### config.mk
export PLATFORM = sky130hd
export DESIGN_NAME = uart_mmio_fifo
export DESIGN_NICKNAME = d
export VERILOG_FILES = /design/src/rtl/uart_mmio_fifo.sv
export SDC_FILE = /design/constraint.sdc
export NUM_CORES = 1
export LEC_CHECK = 0
export CAP_MARGIN = 20
export CELL_PAD_IN_SITES_DETAIL_PLACEMENT = 0
export CELL_PAD_IN_SITES_GLOBAL_PLACEMENT = 1
export CORE_ASPECT_RATIO = 2
export CORE_MARGIN = 2
export CORE_UTILIZATION = 45
export CTS_CLUSTER_DIAMETER = 150
export DETAILED_ROUTE_END_ITERATION = 12
export GPL_TIMING_DRIVEN = 0
export PLACE_DENSITY = 0.82
export SLEW_MARGIN = 25
export SYNTH_ARGS = -nofsm -noshare
export SYNTH_HDL_FRONTEND = slang
export SYNTH_SLANG_ARGS = --single-unit
export TNS_END_PERCENT = 20
### constraint.sdc
create_clock -name clock -period 6.4 [get_ports clock]
set_input_delay 1.28 -clock clock [delete_from_list [all_inputs] [get_ports clock]]
set_output_delay 1.28 -clock clock [all_outputs]
set_load 0.01 [all_outputs]
### src/rtl/uart_mmio_fifo.sv
// ============================================================================
// Module      : uart_mmio_fifo
// Description : Memory-mapped UART controller with TX/RX byte FIFOs.
//               Optional interrupt output and IRQ_EN register: UART_IRQ_EN.
// Revision    : 1.0 - initial release
// ============================================================================
`default_nettype none

module uart_mmio_fifo #(
  parameter logic [11:0] BASE_ADDR = 12'h800,
  parameter int          TX_DEPTH  = 16,
  parameter int          RX_DEPTH  = 16
) (
  input  logic        clock,
  input  logic        n_rst,
  input  logic [11:0] addr,
  input  logic [15:0] wdata,
  input  logic        we,
  input  logic        re,
  output logic [15:0] rdata,
  output logic        tx_start,
  output logic [7:0]  tx_data,
  input  logic        tx_ready,
  input  logic        rx_ready,
  input  logic [7:0]  rx_data
`ifdef UART_IRQ_EN
  ,
  output logic        irq
`endif
);

  localparam int c_TX_AW = $clog2(TX_DEPTH);
  localparam int c_RX_AW = $clog2(RX_DEPTH);
  localparam logic [c_TX_AW:0] c_TX_FULL = (c_TX_AW + 1)'(TX_DEPTH);
  localparam logic [c_RX_AW:0] c_RX_FULL = (c_RX_AW + 1)'(RX_DEPTH);
  localparam logic [c_TX_AW:0] c_TX_ONE  = (c_TX_AW + 1)'(1);
  localparam logic [c_RX_AW:0] c_RX_ONE  = (c_RX_AW + 1)'(1);
  localparam logic [11:0] c_A_STATUS = BASE_ADDR;
  localparam logic [11:0] c_A_TXDATA = BASE_ADDR + 12'd1;
  localparam logic [11:0] c_A_RXDATA = BASE_ADDR + 12'd2;

  typedef enum logic [1:0] {
    S_IDLE  = 2'd0,
    S_START = 2'd1,
    S_WAIT  = 2'd2
  } tx_state_t;

  logic [7:0]         r_tx_mem [TX_DEPTH];
  logic [c_TX_AW-1:0] r_tx_wptr, r_tx_rptr;
  logic [c_TX_AW:0]   r_tx_count;
  logic [7:0]         r_rx_mem [RX_DEPTH];
  logic [c_RX_AW-1:0] r_rx_wptr, r_rx_rptr;
  logic [c_RX_AW:0]   r_rx_count;
  logic               r_rx_prev, r_rx_ovf, r_tx_ovf;
  logic [7:0]         r_tx_data;
  logic [15:0]        r_rdata;
  tx_state_t          r_state, w_state_next;

  logic w_tx_full, w_tx_empty, w_rx_full, w_rx_empty, w_tx_busy;
  logic w_sel_status, w_sel_tx, w_sel_rx;
  logic w_tx_pop, w_tx_push, w_tx_drop, w_tx_start;
  logic w_rx_pop, w_rx_push, w_rx_drop, w_rx_edge;
  logic [15:0] w_status;
  logic w_unused_wdata;

  assign w_sel_status = (addr == c_A_STATUS);
  assign w_sel_tx     = (addr == c_A_TXDATA);
  assign w_sel_rx     = (addr == c_A_RXDATA);

  assign w_tx_full  = (r_tx_count == c_TX_FULL);
  assign w_tx_empty = (r_tx_count == '0);
  assign w_rx_full  = (r_rx_count == c_RX_FULL);
  assign w_rx_empty = (r_rx_count == '0);
  assign w_tx_busy  = ~w_tx_empty | (r_state != S_IDLE);

  // A same-cycle FSM pop frees the slot, so a push onto a full FIFO still lands.
  assign w_tx_push = we & w_sel_tx & (~w_tx_full | w_tx_pop);
  assign w_tx_drop = we & w_sel_tx & w_tx_full & ~w_tx_pop;

  assign w_rx_edge = rx_ready & ~r_rx_prev;
  assign w_rx_pop  = re & w_sel_rx & ~w_rx_empty;
  assign w_rx_push = w_rx_edge & (~w_rx_full | w_rx_pop);
  assign w_rx_drop = w_rx_edge & w_rx_full & ~w_rx_pop;

  assign w_status = {8'(r_rx_count), 3'b000, w_tx_busy, r_tx_ovf, r_rx_ovf,
                     ~w_rx_empty, ~w_tx_full};

  assign w_unused_wdata = &{1'b0, wdata[15:8]};

  always_comb begin
    w_state_next = r_state;
    w_tx_start   = 1'b0;
    w_tx_pop     = 1'b0;
    case (r_state)
      S_IDLE: begin
        if (!w_tx_empty) begin
          w_tx_pop     = 1'b1;
          w_state_next = S_START;
        end
      end
      S_START: begin
        w_tx_start = 1'b1;
        if (!tx_ready) w_state_next = S_WAIT;
      end
      S_WAIT: begin
        if (tx_ready) w_state_next = S_IDLE;
      end
      default: w_state_next = S_IDLE;
    endcase
  end

  always_ff @(posedge clock) begin
    if (!n_rst) begin
      r_state   <= S_IDLE;
      r_tx_data <= 8'h00;
    end else begin
      r_state <= w_state_next;
      if (w_tx_pop) r_tx_data <= r_tx_mem[r_tx_rptr];
    end
  end

  always_ff @(posedge clock) begin
    if (w_tx_push) r_tx_mem[r_tx_wptr] <= wdata[7:0];
    if (w_rx_push) r_rx_mem[r_rx_wptr] <= rx_data;
  end

  always_ff @(posedge clock) begin
    if (!n_rst) begin
      r_tx_wptr  <= '0;
      r_tx_rptr  <= '0;
      r_tx_count <= '0;
      r_rx_wptr  <= '0;
      r_rx_rptr  <= '0;
      r_rx_count <= '0;
      r_rx_prev  <= 1'b1;
      r_rx_ovf   <= 1'b0;
      r_tx_ovf   <= 1'b0;
    end else begin
      r_rx_prev <= rx_ready;
      if (w_tx_push) r_tx_wptr <= r_tx_wptr + 1'b1;
      if (w_tx_pop)  r_tx_rptr <= r_tx_rptr + 1'b1;
      if (w_tx_push && !w_tx_pop)      r_tx_count <= r_tx_count + c_TX_ONE;
      else if (!w_tx_push && w_tx_pop) r_tx_count <= r_tx_count - c_TX_ONE;
      if (w_rx_push) r_rx_wptr <= r_rx_wptr + 1'b1;
      if (w_rx_pop)  r_rx_rptr <= r_rx_rptr + 1'b1;
      if (w_rx_push && !w_rx_pop)      r_rx_count <= r_rx_count + c_RX_ONE;
      else if (!w_rx_push && w_rx_pop) r_rx_count <= r_rx_count - c_RX_ONE;
      // A new overflow event outranks a same-cycle W1C clear.
      if (w_rx_drop)                             r_rx_ovf <= 1'b1;
      else if (we && w_sel_status && wdata[2])   r_rx_ovf <= 1'b0;
      if (w_tx_drop)                             r_tx_ovf <= 1'b1;
      else if (we && w_sel_status && wdata[3])   r_tx_ovf <= 1'b0;
    end
  end

`ifdef UART_IRQ_EN
  localparam logic [11:0] c_A_IRQEN = BASE_ADDR + 12'd3;
  logic       w_sel_irqen;
  logic [2:0] r_irq_en;
  logic       r_irq;

  assign w_sel_irqen = (addr == c_A_IRQEN);

  always_ff @(posedge clock) begin
    if (!n_rst) begin
      r_irq_en <= 3'b000;
      r_irq    <= 1'b0;
    end else begin
      if (we && w_sel_irqen) r_irq_en <= wdata[2:0];
      r_irq <= (r_irq_en[0] & ~w_rx_empty)
             | (r_irq_en[1] & w_tx_empty & (r_state == S_IDLE))
             | (r_irq_en[2] & (r_rx_ovf | r_tx_ovf));
    end
  end

  assign irq = r_irq;
`endif

  always_ff @(posedge clock) begin
    if (!n_rst) begin
      r_rdata <= 16'h0000;
    end else if (re) begin
      if (w_sel_status)                r_rdata <= w_status;
      else if (w_sel_rx && !w_rx_empty) r_rdata <= {8'h00, r_rx_mem[r_rx_rptr]};
`ifdef UART_IRQ_EN
      else if (w_sel_irqen)            r_rdata <= {13'h0000, r_irq_en};
`endif
      else                             r_rdata <= 16'h0000;
    end
  end

  assign rdata    = r_rdata;
  assign tx_start = w_tx_start;
  assign tx_data  = r_tx_data;

endmodule

`default_nettype wire

======== Yosys cells after proc, flatten, opt, wreduce, memory -nomap -nowiden ========
Memory sizes are Yosys's and may differ from the RTL's. A register that Yosys moved wholly into a read port is not among the register bits.
Cells that the tools add are included.
storage, ports and cells
  bits in registers ....................... 47
  RAM bits ................................ 256
  input port bits ......................... 42
  output and inout bits ................... 25
  logic and storage cells ................. 97
  memories ................................ 2
cells by class
  add/sub/neg operators ................... 8
  equal/unequal tests ..................... 10
  muxes and demuxes ....................... 23
  bitwise gates (word level) .............. 20
  reductions and logical operators ........ 23
memories
  memory    depth  width  read ports  clocked after Yosys merged registers in  write ports  line  text
  r_rx_mem  16     8      1           1                                        1            51    logic [7:0] r_rx_mem [RX_DEPTH];
  r_tx_mem  16     8      1           1                                        1            48    logic [7:0] r_tx_mem [TX_DEPTH];
operator list
  cell                                                                    number
  12-bit equality test (second input constant)                            3
  5-bit two-way mux                                                       4
  4-bit by 1-bit adder with 4-bit output (second input constant)          4
  13-bit two-way mux                                                      1
  1-bit two-way mux                                                       11
  5-bit by 1-bit adder with 5-bit output (second input constant)          2
  1-bit AND                                                               10
  5-bit equality test (second input constant)                             2
  5-bit zero test                                                         2
  2-bit nonzero test                                                      5
  5-bit by 1-bit subtractor with 5-bit output (second input constant)     2
  1-bit logical AND                                                       8
  4-bit two-way mux                                                       2
  8-bit two-way mux                                                       1
  1-bit NOT                                                               7
  1-bit zero test                                                         6
  2-bit two-way mux                                                       3
  2-bit inequality test (second input constant)                           3
  2-bit one-hot mux with 3 select lines                                   1
  1-bit bitwise OR                                                        3
  3-bit AND reduction                                                     1
  2-bit by 1-bit equality test with 1-bit output (second input constant)  1
  2-bit equality test (second input constant)                             1
  2-bit zero test                                                         1

======== Logic depth before layout (Yosys ltp) ========
  word-level depth ........................ 9
  mapped depth ............................ 14
  depth with buffers taken out ............ 12

======== Worst setup path after synthesis ========
No wires, ideal clock.
  kind .................................... in2reg
  start point ............................. input port addr[7]
  end point ............................... register r_tx_count[4]
  data arrival time ....................... 3.978 ns
  required time ........................... 6.328 ns
  path slack .............................. 2.351 ns
  stages on the path ...................... 12
  path buffers ............................ 1
  path through ............................ or4_4 nor4_4 and3_1 buf_4 ha_1 inv_1 ha_1 nor2b_1 o21a_1 or3_1 a21oi_1 mux2i_1
between the ends
  longest elaborated chain between the ends .. 6
RTL lines
  element                       line  text
  start: declaration            16    input logic [11:0] addr,
  12-bit equality test (*)      67    assign w_sel_tx = (addr == c_A_TXDATA);
  1-bit AND (*) (2 in a row)    77    assign w_tx_push = we & w_sel_tx & (~w_tx_full | w_tx_pop);
  via w_tx_push                 61    logic w_tx_pop, w_tx_push, w_tx_drop, w_tx_start;
  1-bit zero test               143   else if (!w_tx_push && w_tx_pop) r_tx_count <= r_tx_count - c_TX_ONE;
  1-bit logical AND             143
  2-bit nonzero test (no line)  -
  end signal: assignment        142   if (w_tx_push && !w_tx_pop) r_tx_count <= r_tx_count + c_TX_ONE;
  end signal: assignment        143
  end: declaration              50    logic [c_TX_AW:0] r_tx_count;
The timed path passes the listed nets; every way through them passes the cells marked *.
A chain may end at the register's enable or synchronous reset.

======== Final worst setup path ========
Ends and elaborated chain as after synthesis.

==> flow_metrics.env <==
export IMPL_core_area_sq_um=27440
export IMPL_clkPwrFrac=0.362
export IMPL_die_w_microns=122.0
export IMPL_avgRoutedWirePerCell_microns=22.13
export IMPL_worst_path_most_repeated_cell="ha_1"
export IMPL_p_seq_frac=0.491
export IMPL_ys_seq_area_frac=0.7034
export IMPL_synth_edff_count=256
export IMPL_drtAntennaViolNets=0
export IMPL_drive_gt1_frac=0.1811
export IMPL_slew_violations=0
export IMPL_pin_count=67
export IMPL_cts_tree="built"
export IMPL_diodes=0
export IMPL_nFillCells=2255
export IMPL_cts_repair_resized=0
export IMPL_end_kind="register"
export IMPL_rsz0062_at_grt="no"
export IMPL_viasPerCell=5.480
export IMPL_dr_pass1_iters=5
export IMPL_dieArea_sq_um=29260
export IMPL_gp_congestion=0.8125
export IMPL_syn_area_per_cell_sq_um=16.97
export IMPL_hold_class="register to register"
export IMPL_grt_max_degree=18
export IMPL_antenna_found_initial=0
export IMPL_vias=6560
export IMPL_p_int_mw=3.535
export IMPL_outcome="finished, final reports clean"
export IMPL_yosysWarnings=0
export IMPL_die_h_microns=239.9
export IMPL_syn2layout_area_growth_pct=15.67
export IMPL_critPathArrivalTime_ns=4.76
export IMPL_hold_slack_ns=0.4748
export IMPL_min_period_ns=4.269
export IMPL_synth_cells=738
export IMPL_setup_viol=0
export IMPL_hold_violations=0
export IMPL_clkLatencyLatePin_ns=0.56
export IMPL_power_frac_comb=0.147
export IMPL_hpwl_microns=19450
export IMPL_finClkSkew_ns=0.01927
export IMPL_route_detailed_drc=0
export IMPL_first_global_vias=6902
export IMPL_layout_common_cells="edfxtp_1 (256), nor2_1 (64), mux4_2 (64)"
export IMPL_sw_frac_of_total=0.2405
export IMPL_worstPathCellList="clkdlybuf4s50_1 -> or4_4 -> nor4_4 -> and3_1 -> buf_4 -> ha_1 -> inv_1 -> ha_1 -> nor2b_1 -> o21a_1 -> or3_1 -> a21oi_1 -> mux2i_1"
export IMPL_relSlewSlack=0.2517
export IMPL_clock_sinks=312
export IMPL_power_density_nw_per_um2=321.4
export IMPL_min_period_over_period=0.6671
export IMPL_layout_commonest_cell="edfxtp_1"
export IMPL_async_flop_share=0
export IMPL_p_leak_nw=4.722
export IMPL_cp_num_buf_inv=3
export IMPL_start_util=0.4564
export IMPL_drtIter0Drc=398
export IMPL_yosysTopAreaCellShare=0.6139
export IMPL_crit_type="input pin to register"
export IMPL_cp_required_ns=6.89
export IMPL_fin_area_sq_um=14480
export IMPL_cts_buffer_depth=3
export IMPL_cp_max_fo=8
export IMPL_clk_pin_slew_ns=0.07
export IMPL_synth_seq_cells=312
export IMPL_yosys_area_top_type="edfxtp_1"
export IMPL_crit_path_max_incr_delay_ns=0.59
export IMPL_place_area_sq_um=13560
export IMPL_htree_num_levels=1
export IMPL_p_switching_mw=1.120
export IMPL_finalWirelength_microns=26490
export IMPL_cts_setup_buffers=0
export IMPL_start_kind="input pin"
export IMPL_placementRows=86
export IMPL_grt_pass1_wl_microns=39790
export IMPL_hold_buffers=0
export IMPL_fin_tns_setup_ns=0
export IMPL_synthesis_area_sq_um=12520
export IMPL_critPathTopFamily="simple AND/OR/NAND/NOR gates"
export IMPL_netlist_top_cells_area="edfxtp_1 (61%), mux4_2 (12%), dfxtp_1 (9.0%)"
export IMPL_synthFlopType="edfxtp_1"
export IMPL_root_buffer="clkbuf_16"
export IMPL_track_usage=0.1870
export IMPL_synth_distinct_cells=51
export IMPL_tightest_slew_ns=1.116
export IMPL_overflow=0
export IMPL_peakVddDrop_v=0.0002389
export IMPL_io_buffers=53
export IMPL_drv_cap=0
export IMPL_cts_buffers=27
export IMPL_crit_slowest_cell="or4_4"
export IMPL_final_nets=886
export IMPL_maxClockFrequency_mhz=234.2
## metal layers
| layer | share of wire | track usage |
|---|---|---|
| met1 | 0.32 | 0.1764 |
| met2 | 0.60 | 0.3840 |
| met3 | 0.033 | 0.01731 |
| met4 | 0.045 | 0.08986 |
| met5 | 0 | 0 |
## power by group through the flow
stage	Combinational, mW	Clock (mW)	Sequential (mW)
after floorplan	0.438	0	2.33
after global placement	0.670	0	2.33
after detailed placement	0.683	0	2.33
after CTS	0.688	1.72	2.29
after global routing	0.740	1.80	2.29
final	0.683	1.68	2.29
## registers in the layout, summed over array words and instances (netlist names), named ones only
name,count
r_tx_mem,128
r_rx_wptr,4
r_state,2
r_rx_ovf,1
r_rx_mem,128
r_tx_rptr,4
rdata,13
r_tx_ovf,1
r_tx_count,5
r_rx_prev,1
r_tx_wptr,4
tx_data,8
r_rx_rptr,4
r_rx_count,5
## per-stage QoR
stage                       util  setup slack, ns  power (mW)  cells
after floorplan                -            2.351       2.773    740
after global placement    0.4920            1.570       3.000   1145
after detailed placement  0.4940            1.552       3.016   1147
after CTS                 0.5279            2.127       4.691   1197
after global routing      0.5279            1.938       4.828   1197
final                     0.5279            2.131       4.655   1197
## final cells by class
cell class | instances | area [sq um] | share of cell area
multi-input cells | 368 | 3462 | 0.2390
plain buffers | 43 | 235.2 | 0.01624
well taps | 352 | 440.4 | 0.03041
clock inverters | 10 | 143.9 | 0.009934
flip-flops and latches | 312 | 8808 | 0.6082
inverters | 17 | 63.81 | 0.004406
clock buffers | 40 | 784.5 | 0.05416
repair buffers | 55 | 545.5 | 0.03766
## final timing paths
kind                                            startpoint  slack [ns]  cells past startpoint                         end
worst max register to register  r_tx_count[0]$_SDFFE_PN0P_        2.56                     12  r_tx_count[4]$_SDFFE_PN0P_
worst min register to register     tx_data[5]$_SDFFE_PN0P_        0.47                      2     tx_data[5]$_SDFFE_PN0P_
worst max-delay path                               addr[7]        2.13                     13  r_tx_count[4]$_SDFFE_PN0P_
worst min-delay path               tx_data[5]$_SDFFE_PN0P_        0.47                      2     tx_data[5]$_SDFFE_PN0P_
## worst reg2reg max path: cells and delay by family (launching register included)
family | cells | cell delay [ns]
AND/OR/NAND/NOR | 3 | 0.61
multiplexers | 1 | 0.19
AO/OA/AOI/OAI | 3 | 1.30
buffers and inverters | 3 | 0.76
flip-flops | 1 | 0.39
adder cells (fa/ha/maj) | 2 | 0.55
## synth_stat cells, types with 3 or more instances
library cell,count
o21ai_0,7
mux2i_1,13
nor3_1,11
nor2b_1,14
nand2b_1,7
xnor2_1,9
xor2_1,8
mux4_2,64
or4_4,3
a21o_1,4
nor2_1,64
inv_1,17
buf_1,7
clkbuf_1,14
buf_4,8
edfxtp_1,256
a221oi_1,8
o22ai_1,9
a21oi_1,18
ha_1,18
mux2_2,5
nand3_1,13
dfxtp_1,56
nand2_1,40
and3_1,3
buf_2,9
a31oi_1,8
o211ai_1,5
a22o_1,8
## cells by family (layout without fill, tap and decap cells)
logic type      after synthesis  in the layout  share of synthesized area
compound gates               77             77                    0.04177
xor+xnor                     17             17                    0.01189
fa+ha+maj                    20             20                    0.02118
buf+inv                      60            165                    0.02388
flops                       312            312                     0.7034
mux                          82             82                     0.1300
other cells                   1              3                  0.0002995
simple gates                169            169                    0.06754
No activity file was read; power rests on OpenSTA's default activity.
